## src/rtl/sram_pkg.sv

```systemverilog
// -----------------------------------------------------------------------------
// sram_pkg
// Shared definitions for the SRAM request controller and the memory-array side.
//   SRAM_BW_DATA / SRAM_BW_ADDR : default data width and word-address width
//   SRAM_ROW_BITS               : low address bits that pick a row within a bank;
//                                 the bits above them pick the bank
//   sram_state_e                : controller FSM state encoding
//   sram_depth()                : number of words for a given address width
// -----------------------------------------------------------------------------
package sram_pkg;

  localparam int SRAM_BW_DATA  = 64;
  localparam int SRAM_BW_ADDR  = 6;
  localparam int SRAM_ROW_BITS = 4;

  typedef enum logic [1:0] {
    IDLE     = 2'd0,
    RD_WAIT  = 2'd1,
    RSP_HOLD = 2'd2,
    CLEAR    = 2'd3
  } sram_state_e;

  function automatic int sram_depth(input int bw_addr);
    return 1 << bw_addr;
  endfunction

endpackage

```

## src/rtl/sram_addr_cnt.sv

```systemverilog
// -----------------------------------------------------------------------------
// sram_addr_cnt
// Address counter that walks the memory during a zero-fill.
//   i_clk   : clock, rising edge
//   i_clr   : synchronous clear to 0 (has priority over i_inc)
//   i_inc   : advance by one
//   o_count : current count, one bit wider than the word address so the top
//             address can be reached without wrapping back to 0
//   o_last  : count equals the highest word address
// -----------------------------------------------------------------------------
module sram_addr_cnt
  import sram_pkg::*;
#(
  parameter int BW_ADDR = SRAM_BW_ADDR
) (
  input  logic             i_clk,
  input  logic             i_clr,
  input  logic             i_inc,
  output logic [BW_ADDR:0] o_count,
  output logic             o_last
);

  localparam logic [BW_ADDR:0] LAST_ADDR = {1'b0, {BW_ADDR{1'b1}}};
  localparam logic [BW_ADDR:0] ONE       = {{BW_ADDR{1'b0}}, 1'b1};

  logic [BW_ADDR:0] count_q;
  logic [BW_ADDR:0] count_d;

  // Saturates once the extra top bit is set, so a stray increment can never
  // fold the count back onto address 0.
  always_comb begin
    count_d = count_q;
    if (i_clr) begin
      count_d = '0;
    end else if (i_inc && !count_q[BW_ADDR]) begin
      count_d = count_q + ONE;
    end
  end

  // The owner drives i_clr from its reset, so no separate reset is needed here.
  always_ff @(posedge i_clk) begin
    count_q <= count_d;
  end

  assign o_count = count_q;
  assign o_last  = (count_q == LAST_ADDR);

endmodule

```

## src/rtl/sram_req_ctrl.sv

```systemverilog
// -----------------------------------------------------------------------------
// sram_req_ctrl
// Single-port SRAM request controller: accepts read/write requests, issues
// memory strobes, returns read data over a valid/ready response channel and
// can zero-fill the whole memory on request.
//   i_clk, i_rst              : clock and synchronous active-high reset
//   i_req_valid/o_req_ready   : request handshake
//   i_req_wr/addr/wdata       : request type (1 = write), word address, data
//   i_clr / o_clr_busy        : start zero-fill (pulse) / zero-fill running
//   o_rsp_valid/i_rsp_ready   : read response handshake
//   o_rsp_rdata               : read response data, stable while valid
//   o_mem_addr/wdata          : memory address and write data (0 when idle)
//   o_mem_wen / o_mem_oen     : one-cycle write strobe / read enable
//   i_mem_rdata               : memory read data, valid the cycle after oen
// The address space is flat; the upper address bits select a bank in the
// array, which this block does not decode.
// -----------------------------------------------------------------------------
module sram_req_ctrl
  import sram_pkg::*;
#(
  parameter int BW_DATA = SRAM_BW_DATA,
  parameter int BW_ADDR = SRAM_BW_ADDR
) (
  input  logic               i_clk,
  input  logic               i_rst,
  input  logic               i_req_valid,
  output logic               o_req_ready,
  input  logic               i_req_wr,
  input  logic [BW_ADDR-1:0] i_req_addr,
  input  logic [BW_DATA-1:0] i_req_wdata,
  input  logic               i_clr,
  output logic               o_clr_busy,
  output logic               o_rsp_valid,
  input  logic               i_rsp_ready,
  output logic [BW_DATA-1:0] o_rsp_rdata,
  output logic [BW_ADDR-1:0] o_mem_addr,
  output logic [BW_DATA-1:0] o_mem_wdata,
  output logic               o_mem_wen,
  output logic               o_mem_oen,
  input  logic [BW_DATA-1:0] i_mem_rdata
);

  localparam int LANES = BW_DATA / 32;

  sram_state_e        state_q, state_d;
  logic               rsp_valid_q, rsp_valid_d;
  logic [BW_DATA-1:0] rsp_rdata_q, rsp_rdata_d;

  logic               req_ready;
  logic               wr_acc;
  logic               rd_acc;
  logic               clr_wen;
  logic               cnt_clr;
  logic               cnt_inc;
  logic [BW_ADDR:0]   cnt;
  logic               cnt_last;

  // The counter sits at 0 whenever the FSM is outside CLEAR, so entering
  // CLEAR always starts from address 0 and an aborted fill never resumes.
  assign cnt_clr = i_rst || (state_q != CLEAR);

  sram_addr_cnt #(
    .BW_ADDR (BW_ADDR)
  ) u_addr_cnt (
    .i_clk   (i_clk),
    .i_clr   (cnt_clr),
    .i_inc   (cnt_inc),
    .o_count (cnt),
    .o_last  (cnt_last)
  );

  always_comb begin
    state_d     = state_q;
    rsp_valid_d = rsp_valid_q;
    rsp_rdata_d = rsp_rdata_q;
    req_ready   = 1'b0;
    wr_acc      = 1'b0;
    rd_acc      = 1'b0;
    clr_wen     = 1'b0;
    cnt_inc     = 1'b0;

    unique case (state_q)
      IDLE: begin
        // A clear pulse takes priority: ready drops so a coincident request
        // is simply not accepted and the requester keeps it pending.
        req_ready = !i_clr;
        if (i_clr) begin
          state_d = CLEAR;
        end else if (i_req_valid) begin
          if (i_req_wr) begin
            wr_acc = 1'b1;
          end else begin
            rd_acc  = 1'b1;
            state_d = RD_WAIT;
          end
        end
      end

      RD_WAIT: begin
        rsp_rdata_d = i_mem_rdata;
        rsp_valid_d = 1'b1;
        state_d     = RSP_HOLD;
      end

      RSP_HOLD: begin
        // Ready stays low through the handshake cycle; the next request is
        // taken one cycle later, back in IDLE.
        if (i_rsp_ready) begin
          rsp_valid_d = 1'b0;
          state_d     = IDLE;
        end
      end

      CLEAR: begin
        // The extra counter bit guards against writing past the top address.
        clr_wen = !cnt[BW_ADDR];
        cnt_inc = 1'b1;
        if (cnt_last) begin
          state_d = IDLE;
        end
      end

      default: begin
        state_d = IDLE;
      end
    endcase

    // Nothing reaches the memory or the request port while reset is held.
    if (i_rst) begin
      req_ready = 1'b0;
      wr_acc    = 1'b0;
      rd_acc    = 1'b0;
      clr_wen   = 1'b0;
    end
  end

  always_ff @(posedge i_clk) begin
    if (i_rst) begin
      state_q     <= IDLE;
      rsp_valid_q <= 1'b0;
      rsp_rdata_q <= '0;
    end else begin
      state_q     <= state_d;
      rsp_valid_q <= rsp_valid_d;
      rsp_rdata_q <= rsp_rdata_d;
    end
  end

  assign o_req_ready = req_ready;
  assign o_clr_busy  = (state_q == CLEAR);
  assign o_rsp_valid = rsp_valid_q;
  assign o_rsp_rdata = rsp_rdata_q;
  assign o_mem_wen   = wr_acc || clr_wen;
  assign o_mem_oen   = rd_acc;

  // Address is parked at 0 unless an access is actually being driven.
  always_comb begin
    o_mem_addr = '0;
    if (wr_acc || rd_acc) begin
      o_mem_addr = i_req_addr;
    end else if (clr_wen) begin
      o_mem_addr = cnt[BW_ADDR-1:0];
    end
  end

  // Write data is forced to 0 outside an accepted write, which also gives the
  // zero-fill its data for free.
  for (genvar gi = 0; gi < LANES; gi++) begin : g_wdata_lane
    assign o_mem_wdata[gi*32 +: 32] = wr_acc ? i_req_wdata[gi*32 +: 32] : 32'd0;
  end

endmodule
```

## config.mk

```make
export PLATFORM = sky130hd
export DESIGN_NAME = sram_req_ctrl
export DESIGN_NICKNAME = d
export VERILOG_FILES = /design/src/rtl/sram_pkg.sv /design/src/rtl/sram_addr_cnt.sv /design/src/rtl/sram_req_ctrl.sv
export SDC_FILE = /design/constraint.sdc
export NUM_CORES = 1
export LEC_CHECK = 0
export BUFFER_PORTS_ARGS = -buffer_cell sky130_fd_sc_hd__buf_2
export CAP_MARGIN = 20
export CORE_MARGIN = 10
export CORE_UTILIZATION = 35
export CTS_CLUSTER_DIAMETER = 80
export CTS_CLUSTER_SIZE = 24
export DETAILED_ROUTE_END_ITERATION = 10
export GPL_TIMING_DRIVEN = 0
export PLACE_DENSITY = 0.75
export SKIP_LAST_GASP = 1
export SYNTH_ARGS = -nofsm -noshare
export SYNTH_HDL_FRONTEND = slang
export SYNTH_SLANG_ARGS = --single-unit
export TNS_END_PERCENT = 20
```

## constraint.sdc

```tcl
create_clock -name i_clk -period 1.95 [get_ports i_clk]
set_input_delay 0.2925 -clock i_clk [delete_from_list [all_inputs] [get_ports i_clk]]
set_output_delay 0.2925 -clock i_clk [all_outputs]
set_load 0.02 [all_outputs]
```

=== After elaboration in Yosys (flattened, before gate mapping) ===
Index checks and enable logic that the tools add are counted.

* Register bits after elaboration: 74
* Bits in latches: 0
* Bits in writable memories: 0
* Bits in read-only memories: 0
* Input port bits: 140
* Output and inout port bits: 139
* Logic and storage cells: 51
* Memories kept: 0

* Add/subtract/negate cells: 1
* Multiply operators: 0
* Div/mod/pow operators: 0
* Magnitude comparators: 0
* Eq/ne operators: 9
* Shifts and indexed selects: 0
* Mux-type cells: 27
* Bitwise logic cells: 0
* Reduce and logical (&&, ||, !) cells: 10

{| class="wikitable"
|+ Operators by type and width
! kind !! count
|-
| two-way mux 32 bit || 2
|-
| two-way mux 1 bit || 16
|-
| two-way mux 6 bit || 2
|-
| two-way mux 2 bit || 5
|-
| case mux 2 bit (4 select lines) || 1
|-
| adder 7 x 1 -> 7 bit (second input constant) || 1
|-
| equality test 7 x 6 -> 1 bit (second input constant) || 1
|-
| inequality test 3 bit (second input constant) || 2
|-
| equality test 2 bit (second input constant) || 2
|-
| inequality test 2 bit (second input constant) || 2
|-
| AND reduction 4 bit || 1
|-
| logical OR 1 bit || 3
|-
| equality test 2 x 1 -> 1 bit (second input constant) || 1
|-
| logical NOT 1 bit || 2
|-
| logical NOT 2 bit || 1
|-
| inequality test 2 x 1 -> 1 bit (second input constant) || 1
|-
| case mux 1 bit (2 select lines) || 1
|-
| AND reduction 2 bit || 1
|-
| nonzero test 2 bit || 1
|-
| logical AND 1 bit || 1
|}

=== Longest topological paths before layout ===
Gate-level depths: netlist of run 1.

* Word-level depth: 7
* Mapped depth: 6
* Gate-level depth less buffers: 4

=== Modules after synthesis ===
A second synthesis of run 1 with hierarchy kept.

* Cell total of the unflattened synthesis: 414
* Area total of the unflattened synthesis: 3226.8 um^2

{| class="wikitable"
|+ By module, submodules not included
! module !! instances !! cells an instance !! area an instance (um^2) !! seq. area each (um^2)
|-
| sram_req_ctrl || 1 || 381 || 2914.0 || 1341.3
|-
| sram_addr_cnt || 1 || 33 || 312.8 || 140.1
|}

=== Worst setup path after synthesis of run 1 ===
No wires, ideal clock.

* Kind: register to output
* Start point: register state_q[0]
* End point: output o_mem_oen
* Data arrival time: 1.595 ns
* Data required time: 1.657 ns
* Slack: 0.063 ns
* Cell stages (with the launch flop): 6
* Path buffers: 2
* Path through: dfxtp_1 -> buf_2 -> nor4_4 -> and2_1 -> clkbuf_1 -> nor2b_1

* Cells in the longest elaborated chain, start to end: 3

{| class="wikitable"
|+ RTL lines
! what !! line !! RTL
|-
| from (decl) || sram_req_ctrl.sv:45 || <nowiki>sram_state_e state_q, state_d;</nowiki>
|-
| from (signal assigned) || sram_req_ctrl.sv:143 || <nowiki>state_q <= state_d;</nowiki>
|-
| logical NOT 2 bit || sram_req_ctrl.sv:82 || <nowiki>unique case (state_q)</nowiki>
|-
| two-way mux 1 bit || sram_req_ctrl.sv:82 ||
|-
| two-way mux 1 bit || sram_req_ctrl.sv:129 || <nowiki>if (i_rst) begin</nowiki>
|-
| to (decl) || sram_req_ctrl.sv:39 || <nowiki>output logic o_mem_oen,</nowiki>
|}

Every way passes these cells.

=== Worst setup path after layout of run 1 ===
* Start point: register state_q[1]
* End point: output o_mem_wdata[26]

* Cells in the longest elaborated chain, start to end: 4

{| class="wikitable"
|+ RTL lines
! what !! line !! RTL
|-
| logical NOT 2 bit || sram_req_ctrl.sv:82 ||
|-
| two-way mux 1 bit || sram_req_ctrl.sv:82 ||
|-
| two-way mux 1 bit || sram_req_ctrl.sv:129 ||
|-
| two-way mux 32 bit || sram_req_ctrl.sv:169 || <nowiki>assign o_mem_wdata[gi*32 +: 32] = wr_acc ? i_req_wdata[gi*32 +: 32] : 32'd0;</nowiki>
|-
| to (decl) || sram_req_ctrl.sv:37 || <nowiki>output logic [BW_DATA-1:0] o_mem_wdata,</nowiki>
|}

Every way passes these cells.

==> flow_metrics.env, run 1 <==
export IMPL_status="finished, violations left"
export IMPL_failed_checks="negative setup slack"
export IMPL_fin_skew_ns=0.00843
export IMPL_worstHoldPathType="input port to flip-flop"
export IMPL_netlist_area_leader_share_pct=46.1
export IMPL_path_clk_slew_ns=0.08
export IMPL_r2r_end="o_rsp_rdata[33]"
export IMPL_vias=3902
export IMPL_final_net_count=851
export IMPL_clock_latency_ns=0.34
export IMPL_whs_path_depth=3
export IMPL_arrival_ns=1.82
export IMPL_worst_slack_ns=-0.164
export IMPL_r2r_setup_slack_ns=0.36
export IMPL_synth_nets=554
export IMPL_synth_distinct_cells=30
export IMPL_cp_cell_sequence="nor4_4, and3_4, buf_8, buf_6, and2_4, buf_6"
export IMPL_startpoint_type="flip-flop"
export IMPL_peakVddDrop_mv=0.447
export IMPL_slew_viol_final=0
export IMPL_antenna_found_initial=0
export IMPL_hold_viol=0
export IMPL_crit_path_frequent_cell="buf_6"
export IMPL_r2r_start="state_q[1]"
export IMPL_fin_area_sq_um=5450
export IMPL_drive_above_1_share_pct=50.6
export IMPL_syn2layout_area_growth_pct=69.7
export IMPL_path_class="flip-flop to output pin"
export IMPL_power_mw=3.53
export IMPL_gp_congestion=1.02
export IMPL_grt_pass1_vias=3908
export IMPL_port_buffer_count=277
export IMPL_routed_wl_microns=15000
export IMPL_wire_per_inst_microns=18.3
export IMPL_final_common_cell="buf_2"
export IMPL_crit_path_max_fanout=8
export IMPL_yosysTopAreaCell="dfxtp_1"
export IMPL_max_slew_margin_rel_pct=65.9
export IMPL_yosysSeqAreaShare_pct=46.1
export IMPL_diodes=0
export IMPL_max_freq_mhz=473
export IMPL_worst_pin_slew_ns=0.512
export IMPL_required_ns=1.66
export IMPL_place_ws_ns=0.0656
export IMPL_finalCritPeriodShare_pct=108
export IMPL_rows=34
export IMPL_grt_pass1_wl_microns=21400
export IMPL_whs_endpoint="o_rsp_rdata[48]"
export IMPL_cts_htree_levels=3
export IMPL_rsz0062_at_grt="true"
export IMPL_utilization_pct=61.9
export IMPL_syn_avg_cell_area_sq_um=7.77
export IMPL_grt_max_degree=14
export IMPL_min_from="i_mem_rdata[48]"
export IMPL_maxCapViolCount=0
export IMPL_fin_hold_ws_ns=0.180
export IMPL_powerDensity_nw_per_um2=648
export IMPL_yosys_warnings=0
export IMPL_drtPass1Iterations=4
export IMPL_synthTopCellsByArea="dfxtp_1 (46%), nand2_1 (15%), and2_1 (13%)"
export IMPL_cpLargestDelayFamily="simple AND/OR/NAND/NOR gates"
export IMPL_drtAntennaViolNets=0
export IMPL_mappedNetlistArea_sq_um=3210
export IMPL_worstRegToRegCells=6
export IMPL_dpl_cell_area_sq_um=4730
export IMPL_post_route_drc_count=0
export IMPL_fin_crit_ns=2.11
export IMPL_ios=279
export IMPL_cp_end_kind="output pin"
export IMPL_leakage_nw=2.73
export IMPL_cpMaxStageDelayCell="dfxtp_4"
export IMPL_grt_overflow=0
export IMPL_ctsLongestPathBuffers=2
export IMPL_clock_sinks=74
export IMPL_critPathMaxStageDelay_ns=0.35
export IMPL_cts_tree="done"
export IMPL_dp_final_hpwl_microns=11900
export IMPL_cts_buffers=9
export IMPL_finalSetupViolations=64
export IMPL_vias_per_cell=4.74
export IMPL_root_buffer="clkbuf_8"
export IMPL_die_h_microns=116
export IMPL_synth_seq_cells=74
export IMPL_core_sq_um=8810
export IMPL_initial_core_util_pct=36.5
export IMPL_layout_common_cells="buf_2 (232), nand2_1 (132), dfxtp_1 (72), a21oi_1 (66), buf_6 (49)"
export IMPL_drt_iter0_markers=279
export IMPL_die_x_microns=116
export IMPL_grt_util_all_layers_pct=20.5
export IMPL_cp_buffers_inverters=3
export IMPL_synthCells=413
export IMPL_die_area_sq_um=13400
==> flip-flops by register name, summed over array words and instances, names as in the netlist <==
name and flops:
o_rsp_valid 1, o_rsp_rdata 64, state_q 2, u_addr_cnt.o_count 7
==> through the flow <==
step,setup TNS (ns),std cells
3_5_place_dp,0,798
4_1_cts,-11.56,821
5_1_grt,-12.81,823
3_3_place_gp,0,798
6_report,-8.44,823
2_1_floorplan,0,413
==> cell usage after synthesis <==
cell	n
nand2_1	132
dfxtp_1	74
a21oi_1	66
and2_1	65
clkbuf_1	12
buf_2	8
buf_6	7
nor2_1	7
a22o_1	6
buf_1	5
nor2b_1	4
o21ai_0	4
nand4b_1	3
nand3b_1	2
o31ai_1	2
xor2_1	2
a211oi_1	1
and3_1	1
clkbuf_2	1
ha_1	1
inv_1	1
mux2i_1	1
nand2b_1	1
nor3_1	1
nor4_4	1
o21ba_2	1
or2_2	1
or3_1	1
or4_1	1
xnor2_1	1
==> metal layers <==
metal  vias up  share of wire, %  track usage (%)  wire, microns
met1      1760                37             21.2           5540
met3        32               9.0             6.41           1350
met2       195                51             36.8           7640
li1       1915                 -                -              -
met5         -                 0                0              0
met4         0               3.4             9.84            512
==> power breakdown <==
part | internal [mW] | switching [mW]
logic | 0.308 | 0.432
clock network | 0.594 | 0.560
registers | 1.60 | 0.0429
total | 2.50 | 1.04
==> worst register-to-register path: stages, from the launching register on <==
cell,delay [ns]
dfxtp_4,0.36
buf_4,0.15
nand2b_1,0.11
buf_2,0.24
buf_1,0.40
nand2_1,0.12
a21oi_1,0.15
==> worst max path at each step <==
| stage | from | endpoint | depth (start not counted) |
|---|---|---|---|
| 5_1_grt | state_q[1] | o_mem_wdata[58] | 6 |
| 3_3_place_gp | i_rst | o_mem_addr[5] | 5 |
| 2_1_floorplan | state_q[0] | o_mem_oen | 5 |
| 3_5_place_dp | state_q[0] | o_mem_wdata[52] | 7 |
| 4_1_cts | state_q[0] | o_mem_wdata[52] | 6 |
| 6_report | state_q[1] | o_mem_wdata[26] | 6 |
==> area by class of cell <==
type,instances,area (sq um)
Fill cell,769,3360
Sequential cell,74,1490
Timing Repair Buffer,289,1810
Inverter,1,3.75
Multi-Input combinational cell,305,1640
Tap cell,108,135
Clock buffer,10,128
Buffer,30,174
Clock inverter,6,65.1
==> repair_timing <==
item / in CTS / in global routing
setup endpoints to repair: 72 / 72
hold buffers: 0 / 0
cloned: 6 / 0
pin swaps: 16 / 17
gates resized for setup: 103 / 44
buffers inserted: 3 / 3
==> logic make-up after synthesis <==
| group | after synthesis | synth area share [%] |
|---|---|---|
| buffers and inverters | 34 | 5.96 |
| adder cells (fa/ha/maj) | 1 | 0.390 |
| XOR/XNOR | 3 | 0.819 |
| flip-flops | 74 | 46.1 |
| AO/OA/AOI/OAI | 80 | 13.6 |
| multiplexers | 1 | 0.312 |
| AND/OR/NAND/NOR | 220 | 32.8 |
Power figures use the tool's default switching activity.
==> run 2, diff against run 1 <==
ABC_AREA = 1   (was not set)
PLACE_DENSITY = 0.73   (was 0.75)
TNS_END_PERCENT = 30   (was 20)
==> flow_metrics.env, run 2 <==
export IMPL_finalSetupViolations=7
export IMPL_multiInputGateArea_sq_um=1610
export IMPL_worst_pin_slew_ns=0.464
export IMPL_synth_distinct_cells=23
export IMPL_syn_avg_cell_area_sq_um=6.73
export IMPL_area_sequential_sq_um=1490
export IMPL_fin_crit_ns=1.97
export IMPL_antenna_found_initial=1
export IMPL_hold_viol=0
export IMPL_drt_iter0_markers=181
export IMPL_grt_max_degree=12
export IMPL_path_clk_slew_ns=0.07
export IMPL_layout_common_cells="buf_2 (235), nor2_1 (152), inv_1 (80), dfxtp_1 (72), o21ai_0 (66)"
export IMPL_syn2layout_area_growth_pct=62.4
export IMPL_ios=279
export IMPL_fill_cells=937
export IMPL_synth_edf_count=0
export IMPL_worst_slack_ns=-0.0242
export IMPL_yosysSeqAreaShare_pct=43.0
export IMPL_synth_nets=653
export IMPL_mappedNetlistArea_sq_um=3450
export IMPL_path_class="flip-flop to output pin"
export IMPL_powerDensity_nw_per_um2=733
export IMPL_grt_pass1_wl_microns=21800
export IMPL_fin_hold_ws_ns=0.142
export IMPL_slew_viol_final=0
export IMPL_gp_congestion=0.875
export IMPL_fin_skew_ns=0.00607
export IMPL_diodes=0
export IMPL_final_common_cell="buf_2"
export IMPL_async_reset_ff_share_pct=0
export IMPL_grt_overflow=0
export IMPL_crit_path_max_fanout=10
export IMPL_vias_per_cell=4.43
export IMPL_rows=36
export IMPL_finalCritPeriodShare_pct=101
export IMPL_drtPass1Iterations=4
export IMPL_yosys_warnings=0
export IMPL_clock_latency_ns=0.35
export IMPL_netlist_area_leader_share_pct=43.0
export IMPL_dp_final_hpwl_microns=11800
export IMPL_die_h_microns=119
export IMPL_cts_tree="done"
export IMPL_clock_sinks=74
export IMPL_largest_reg_flops=64
export IMPL_core_sq_um=9680
export IMPL_arrival_ns=1.68
export IMPL_synthTopCellsByArea="dfxtp_1 (43%), nor2_1 (17%), o21ai_0 (10%)"
export IMPL_failed_checks="negative setup slack"
export IMPL_cts_buffers=9
export IMPL_utilization_pct=57.8
export IMPL_rsz0062_at_grt="true"
export IMPL_post_route_drc_count=0
export IMPL_max_slew_margin_rel_pct=69.1
export IMPL_place_ws_ns=-0.140
export IMPL_synth_common_cells="nor2_1 (153), inv_1 (80), dfxtp_1 (74)"
export IMPL_grt_util_all_layers_pct=19.3
export IMPL_initial_core_util_pct=35.6
export IMPL_yosysTopAreaCell="dfxtp_1"
export IMPL_vias=4175
export IMPL_die_area_sq_um=14200
export IMPL_grt_pass1_vias=4029
export IMPL_yosys_most_used_dff="dfxtp_1"
export IMPL_whs_path_depth=2
export IMPL_startpoint_type="flip-flop"
export IMPL_cp_end_kind="output pin"
export IMPL_maxCapViolCount=0
export IMPL_routed_wl_microns=14700
export IMPL_die_x_microns=119
export IMPL_status="finished, violations left"
export IMPL_worstRegToRegCells=7
export IMPL_fin_area_sq_um=5600
export IMPL_power_mw=4.11
export IMPL_root_buffer="clkbuf_8"
export IMPL_wire_per_inst_microns=15.6
export IMPL_required_ns=1.66
export IMPL_peakVddDrop_mv=0.586
export IMPL_cts_htree_levels=3
export IMPL_synth_seq_cells=74
export IMPL_drive_above_1_share_pct=44.9
export IMPL_ctsLongestPathBuffers=2
export IMPL_synthCells=512
export IMPL_worstHoldPathType="input port to flip-flop"
export IMPL_final_net_count=947
export IMPL_leakage_nw=3.05
export IMPL_drtAntennaViolNets=0
export IMPL_dpl_cell_area_sq_um=5000
export IMPL_port_buffer_count=277
export IMPL_max_freq_mhz=507
export IMPL_yosysMostFrequentCell="nor2_1"
==> run 2: what timing repair did <==
item,4_1_cts,5_1_grt
hold buffers,0,0
resized for setup,63,51
buffers inserted,4,0
pin swaps,1,2
cloned,2,0
endpoints found under the setup margin,70,70
==> run 2: per-layer routing <==
layer  track usage [%]  vias up  share of wire [%]
met5                 0        -              0.055
met4              7.63        2                2.3
met3              9.92       25                 12
met2              33.9      195                 50
met1              19.0     1823                 36
li1                  -     2130                  -
==> run 2: area by class of cell <==
class,count,area share [%]
plain buffers,29,3.35
clock buffers,12,2.59
clock inverters,3,0.715
inverters,82,5.49
multi-input cells,327,28.7
flip-flops and latches,74,26.5
well taps,133,2.97
repair buffers,283,29.7
==> run 2: kinds of logic (layout without fill, tap and decap cells) <==
family	after synthesis	count (layout)	share of synthesized area, %
and+or+nand+nor	247	247	31.7
buffers and inverters	111	409	13.4
AOI/OAI and AO/OA	79	79	11.6
DFF	74	74	43.0
adders and majority gates	1	1	0.363
==> run 2: where the power goes <==
part	switching (mW)	internal [mW]	total, mW
Combinational	0.740	0.435	1.18
Sequential	0.0826	1.69	1.77
Clock	0.543	0.616	1.16
Total	1.37	2.74	4.11
==> run 2: metrics by stage <==
stage | instances | TNS (ns)
2_1_floorplan | 512 | 0
6_report | 943 | -0.0414
5_1_grt | 943 | -4.69
3_5_place_dp | 922 | -0.592
3_3_place_gp | 922 | -0.456
4_1_cts | 943 | -3.34
==> run 2: worst paths after layout <==
kind | slack [ns] | to | from
max | -0.02 | o_mem_wdata[48] | state_q[0]
min | 0.14 | o_rsp_valid | i_rsp_ready
max reg2reg | 0.44 | o_rsp_rdata[56] | state_q[0]
min reg2reg | 0.48 | o_rsp_rdata[55] | o_rsp_rdata[55]
==> run 2: critical path: stages, from the launching register on <==
cell	delay, ns
dfxtp_4	0.35
inv_2	0.06
nand2_4	0.05
nor3_4	0.14
nand3_2	0.13
buf_8	0.19
buf_8	0.15
nor2_2	0.08
buf_2	0.17
